### src/rtl/sqrt_arbiter.sv
// Round-robin arbiter that time-shares one psdsqrt unit among N requesters and
// sequences each conversion (latch, start pulse, fixed run window, stop pulse, capture).
module sqrt_arbiter #(
  parameter int unsigned N           = 4,
  parameter int unsigned SQRT_CYCLES = 18,
  localparam int unsigned GrantW     = (N > 1) ? $clog2(N) : 1
) (
  input  logic              clock,
  input  logic              reset,
  input  logic [N-1:0]      req_i,
  input  logic [32*N-1:0]   xin_i,
  output logic [N-1:0]      done_o,
  output logic [15:0]       result_o,
  output logic              busy_o,
  output logic [GrantW-1:0] grant_o,
  output logic              sq_start_o,
  output logic              sq_stop_o,
  output logic [31:0]       sq_xin_o,
  input  logic [15:0]       sq_sqrt_i
);

  localparam int unsigned CntW = $clog2(SQRT_CYCLES + 1);

  typedef enum logic [2:0] {StIdle, StStart, StRun, StStop, StDone} state_e;

  state_e            state_q;
  logic [GrantW-1:0] rr_q;
  logic [GrantW-1:0] grant_q;
  logic [CntW-1:0]   cnt_q;
  logic [N-1:0]      done_q;
  logic [15:0]       result_q;
  logic              busy_q;
  logic              sq_start_q;
  logic              sq_stop_q;
  logic [31:0]       sq_xin_q;

  logic              pick_valid;
  logic [GrantW-1:0] pick_idx;
  logic [GrantW-1:0] cand;
  logic [GrantW-1:0] rr_next;

  // First requester at or after the rr pointer, scanning upward with wrap.
  always_comb begin
    pick_valid = 1'b0;
    pick_idx   = '0;
    cand       = '0;
    for (int unsigned k = 0; k < N; k++) begin
      cand = GrantW'((32'(rr_q) + k) % N);
      if (!pick_valid && req_i[cand]) begin
        pick_valid = 1'b1;
        pick_idx   = cand;
      end
    end
  end

  assign rr_next = (grant_q == GrantW'(N - 1)) ? '0 : grant_q + GrantW'(1);

  always_ff @(posedge clock or negedge reset) begin
    if (!reset) begin
      state_q    <= StIdle;
      rr_q       <= '0;
      grant_q    <= '0;
      cnt_q      <= '0;
      done_q     <= '0;
      result_q   <= '0;
      busy_q     <= 1'b0;
      sq_start_q <= 1'b0;
      sq_stop_q  <= 1'b0;
      sq_xin_q   <= '0;
    end else begin
      case (state_q)
        StIdle: begin
          if (pick_valid) begin
            grant_q    <= pick_idx;
            sq_xin_q   <= xin_i[{pick_idx, 5'd0} +: 32];
            sq_start_q <= 1'b1;
            busy_q     <= 1'b1;
            state_q    <= StStart;
          end
        end
        StStart: begin
          sq_start_q <= 1'b0;
          cnt_q      <= CntW'(SQRT_CYCLES - 1);
          state_q    <= StRun;
        end
        StRun: begin
          if (cnt_q == '0) begin
            sq_stop_q <= 1'b1;
            state_q   <= StStop;
          end else begin
            cnt_q <= cnt_q - CntW'(1);
          end
        end
        StStop: begin
          sq_stop_q <= 1'b0;
          result_q  <= sq_sqrt_i;
          // A requester that withdrew mid-conversion gets no strobe.
          done_q    <= {{(N-1){1'b0}}, req_i[grant_q]} << grant_q;
          state_q   <= StDone;
        end
        StDone: begin
          done_q  <= '0;
          rr_q    <= rr_next;
          busy_q  <= 1'b0;
          state_q <= StIdle;
        end
        default: state_q <= StIdle;
      endcase
    end
  end

  assign done_o     = done_q;
  assign result_o   = result_q;
  assign busy_o     = busy_q;
  assign grant_o    = grant_q;
  assign sq_start_o = sq_start_q;
  assign sq_stop_o  = sq_stop_q;
  assign sq_xin_o   = sq_xin_q;

endmodule

### config.mk
export PLATFORM = sky130hd
export DESIGN_NAME = sqrt_arbiter
export DESIGN_NICKNAME = d
export VERILOG_FILES = /design/src/rtl/sqrt_arbiter.sv
export SDC_FILE = /design/constraint.sdc
export NUM_CORES = 1
export LEC_CHECK = 0
export CAP_MARGIN = 30
export CORE_MARGIN = 10
export CORE_UTILIZATION = 42
export CTS_CLUSTER_DIAMETER = 40
export CTS_CLUSTER_SIZE = 30
export DETAILED_ROUTE_END_ITERATION = 10
export PLACE_DENSITY = 0.94
export SYNTH_ARGS = -nofsm -noshare
export SYNTH_HDL_FRONTEND = slang
export SYNTH_SLANG_ARGS = --single-unit
### constraint.sdc
create_clock -name clock -period 5.53 [get_ports clock]
set_input_delay 0.8295 -clock clock [delete_from_list [all_inputs] [get_ports clock]]
set_output_delay 0.8295 -clock clock [all_outputs]
set_load 0.005 [all_outputs]
==> results.tsv <==
metric	value	unit
Num CTS Buffers	9	
GRT Overall Usage	19.65	%
Place WS	1980	ps
Pins Over Slew Limit	0	
via count	3430	
TritonCTS Sinks	67	
Initial Utilization	43.59	%
Max-slew headroom	34.24	%
H-tree Lvls	3	
max cap viols	0	
final setup vio count	0	
Via density	5.470	
crit path DAT	3390	ps
Starting DRT DRC Count	210	
clock latency reported for the late side of the worst-skew pair	340	ps
EDFF count, synth	0	
WL/cell	21.00	µm
Max IR drop VDD	0.0003065	V
Fillers	583	
DRT Pass-1 Iters	4	
Die ar.	0.01278	mm²
Remaining Overflow, GRT	0	
met1 Usage GRT	23.15	%
final worst path period share	57.86	%
number of synthesis warnings	0	
drt drc	0	
# rows	33	
Cell Area, Placed	0.005783	mm²
most frequent cells in the layout	205 x clkdlybuf4s50_1, 67 x dfrtp_1, 64 x mux2i_1	
TritonCTS clock tree	built	
register area share after synthesis	46.11	%
HP Class	reg -> reg	
met2 Use GR	33.72	%
setup ws final	2330	ps
CP endpoint kind	flop	
most common cell after layout, fill and taps aside	clkdlybuf4s50_1	
top_reg_cell synth	dfrtp_1	
CP delay by family, top	buffers and inverters	
status	finished clean	
Critical Path RT	5720	ps
Antenna diodes	0	
Clock Skew	13.07	ps
pwr/cell area	488.5	mW/mm²
routability-driven placement congestion ratio	0.7933	
Worst-path clk slew	70	ps
fin area	0.005977	mm²
ys async rst share	100.0	%
synthesized flop and latch total	67	
vias in the first global route	3731	
# Post-CTS Setup Buffers	0	
total negative slack	0	ps
antenna-violating nets left	0	
post-synthesis instance total	319	
area grow syn2layout	64.38	%
Nets	670	
Leak	2.573	nW
RSZ-0062 raised after global routing	false	
cts repair resizes	0	
Critical Path, Cell by Cell	clkdlybuf4s50_1 > or3b_2 > o221ai_4 > buf_4 > mux2i_1 > o221ai_2	
crit path max-delay cell type	buf_4	
share of layout cells above drive strength 1	11.11	%
syn_area_per_cell	11.40	µm²
Hold Fails Final Rpt	0	
post-layout util	71.66	%
Core Area	0.008341	mm²
overall power	2.919	mW
Worst Path Buf+Inv	2	
post-synthesis net count	471	
kind of critical path	in -> reg	
dpl hpwl	10190	µm
Fmax achieved	312.5	MHz
initial antenna violation count	0	
cts hold-fix bufs	0	
global routing's busiest layer	met2	
Die Y	113.0	µm
Die Width	113.0	µm
CP max stage delay	800	ps
first-pass GRT wire length	20510	µm
wirelength, routed	13170	µm
largest net degree at the start of global routing	68	
clk buf depth	2	
critical path fanouts, max	60	
synthesized area	0.003636	mm²
Yosys cell types	43	
Root Buffer	clkbuf_8	
I/O pin cnt	207	
Tmin final	3200	ps
Setup crit start kind	input port	
Slew @ Worst Pin	986.3	ps
met3 usage	7.026	%
Port Buffers	206	
==> final timing paths <==
path                            startpoint            to  slack [ps]  cells past startpoint
min in group asynchronous            reset   result_o[2]         700                      2
worst max-delay path              req_i[0]  sq_xin_o[17]        2330                      6
worst max register to register     rr_q[1]  sq_xin_o[17]        2880                      5
worst min register to register   done_o[2]     done_o[2]         490                      2
worst min-delay path             done_o[2]     done_o[2]         490                      2
max in group asynchronous            reset  sq_xin_o[11]        4270                      2
==> registers in the layout, indices dropped and copies added, names as in the netlist <==
signal and cells:
sq_xin_o 32, result_o 16, cnt_q 5, done_o 4
state_q 3, grant_o 2, rr_q 2, busy_o 1
sq_start_o 1, sq_stop_o 1
==> metrics by stage <==
stage               std cells  hold WS [ps]
floorplan                 319         472.6
global placement          611         460.4
detailed placement        612         468.9
CTS                       627         485.2
global route              627         507.2
finish                    627         485.2
==> power by group <==
group | internal [mW] | switching [mW] | total, mW | leakage, nW
clock network | 0.231 | 0.184 | 0.415 | 0.0995
logic | 0.896 | 0.696 | 1.59 | 1.66
registers | 0.733 | 0.179 | 0.912 | 0.817
==> worst register-to-register path: cells and delay by family (launching register included) <==
kind,cells,cell delay [ps]
AO/OA/AOI/OAI,2,420
buffers and inverters,1,800
flip-flops,1,450
multiplexers,2,830
==> cell families after synthesis <==
family	synth area share, %
compound gates	16.35
xor+xnor	0.2409
simple gates	8.878
fa+ha+maj	0.6881
flops	46.11
buf+inv	4.542
mux	23.19
==> cells in the mapped netlist (2+ instances only) <==
master    instances  area, µm²
nand2b_1          2      12.51
nor2_1           10      37.54
or3b_2            2      17.52
o31ai_1           4      30.03
o221ai_1         18      157.7
o21ai_0           5      25.02
nor4_1            2      12.51
dfrtp_1          67       1677
clkbuf_1          9      33.78
o21a_1            2      15.01
buf_2             9      45.04
buf_6             4      45.04
inv_1            10      37.54
or3_1             2      12.51
o221ai_2         15      225.2
nand2_1          45      168.9
a21oi_1           5      25.02
nand3b_1          2      15.01
mux2i_1          64      640.6
ha_1              2      25.02
mux2_2           18      202.7
==> cell type report <==
type	instances	area [µm²]	share of cell area [%]
repair buffers	211	2115	35.38
multi-input cells	219	1823	30.50
flip-flops and latches	67	1677	28.05
clock buffers	13	158.9	2.659
well taps	105	131.4	2.198
inverters	10	37.54	0.6280
clock inverters	2	35.03	0.5861
==> per-layer routing <==
layer	vias to the layer above	wire length (µm)
met4	0	79
met3	6	1280
met5	-	0
met2	171	6556
li1	1585	-
met1	1668	5254
No activity file was read; power rests on OpenSTA's default activity.
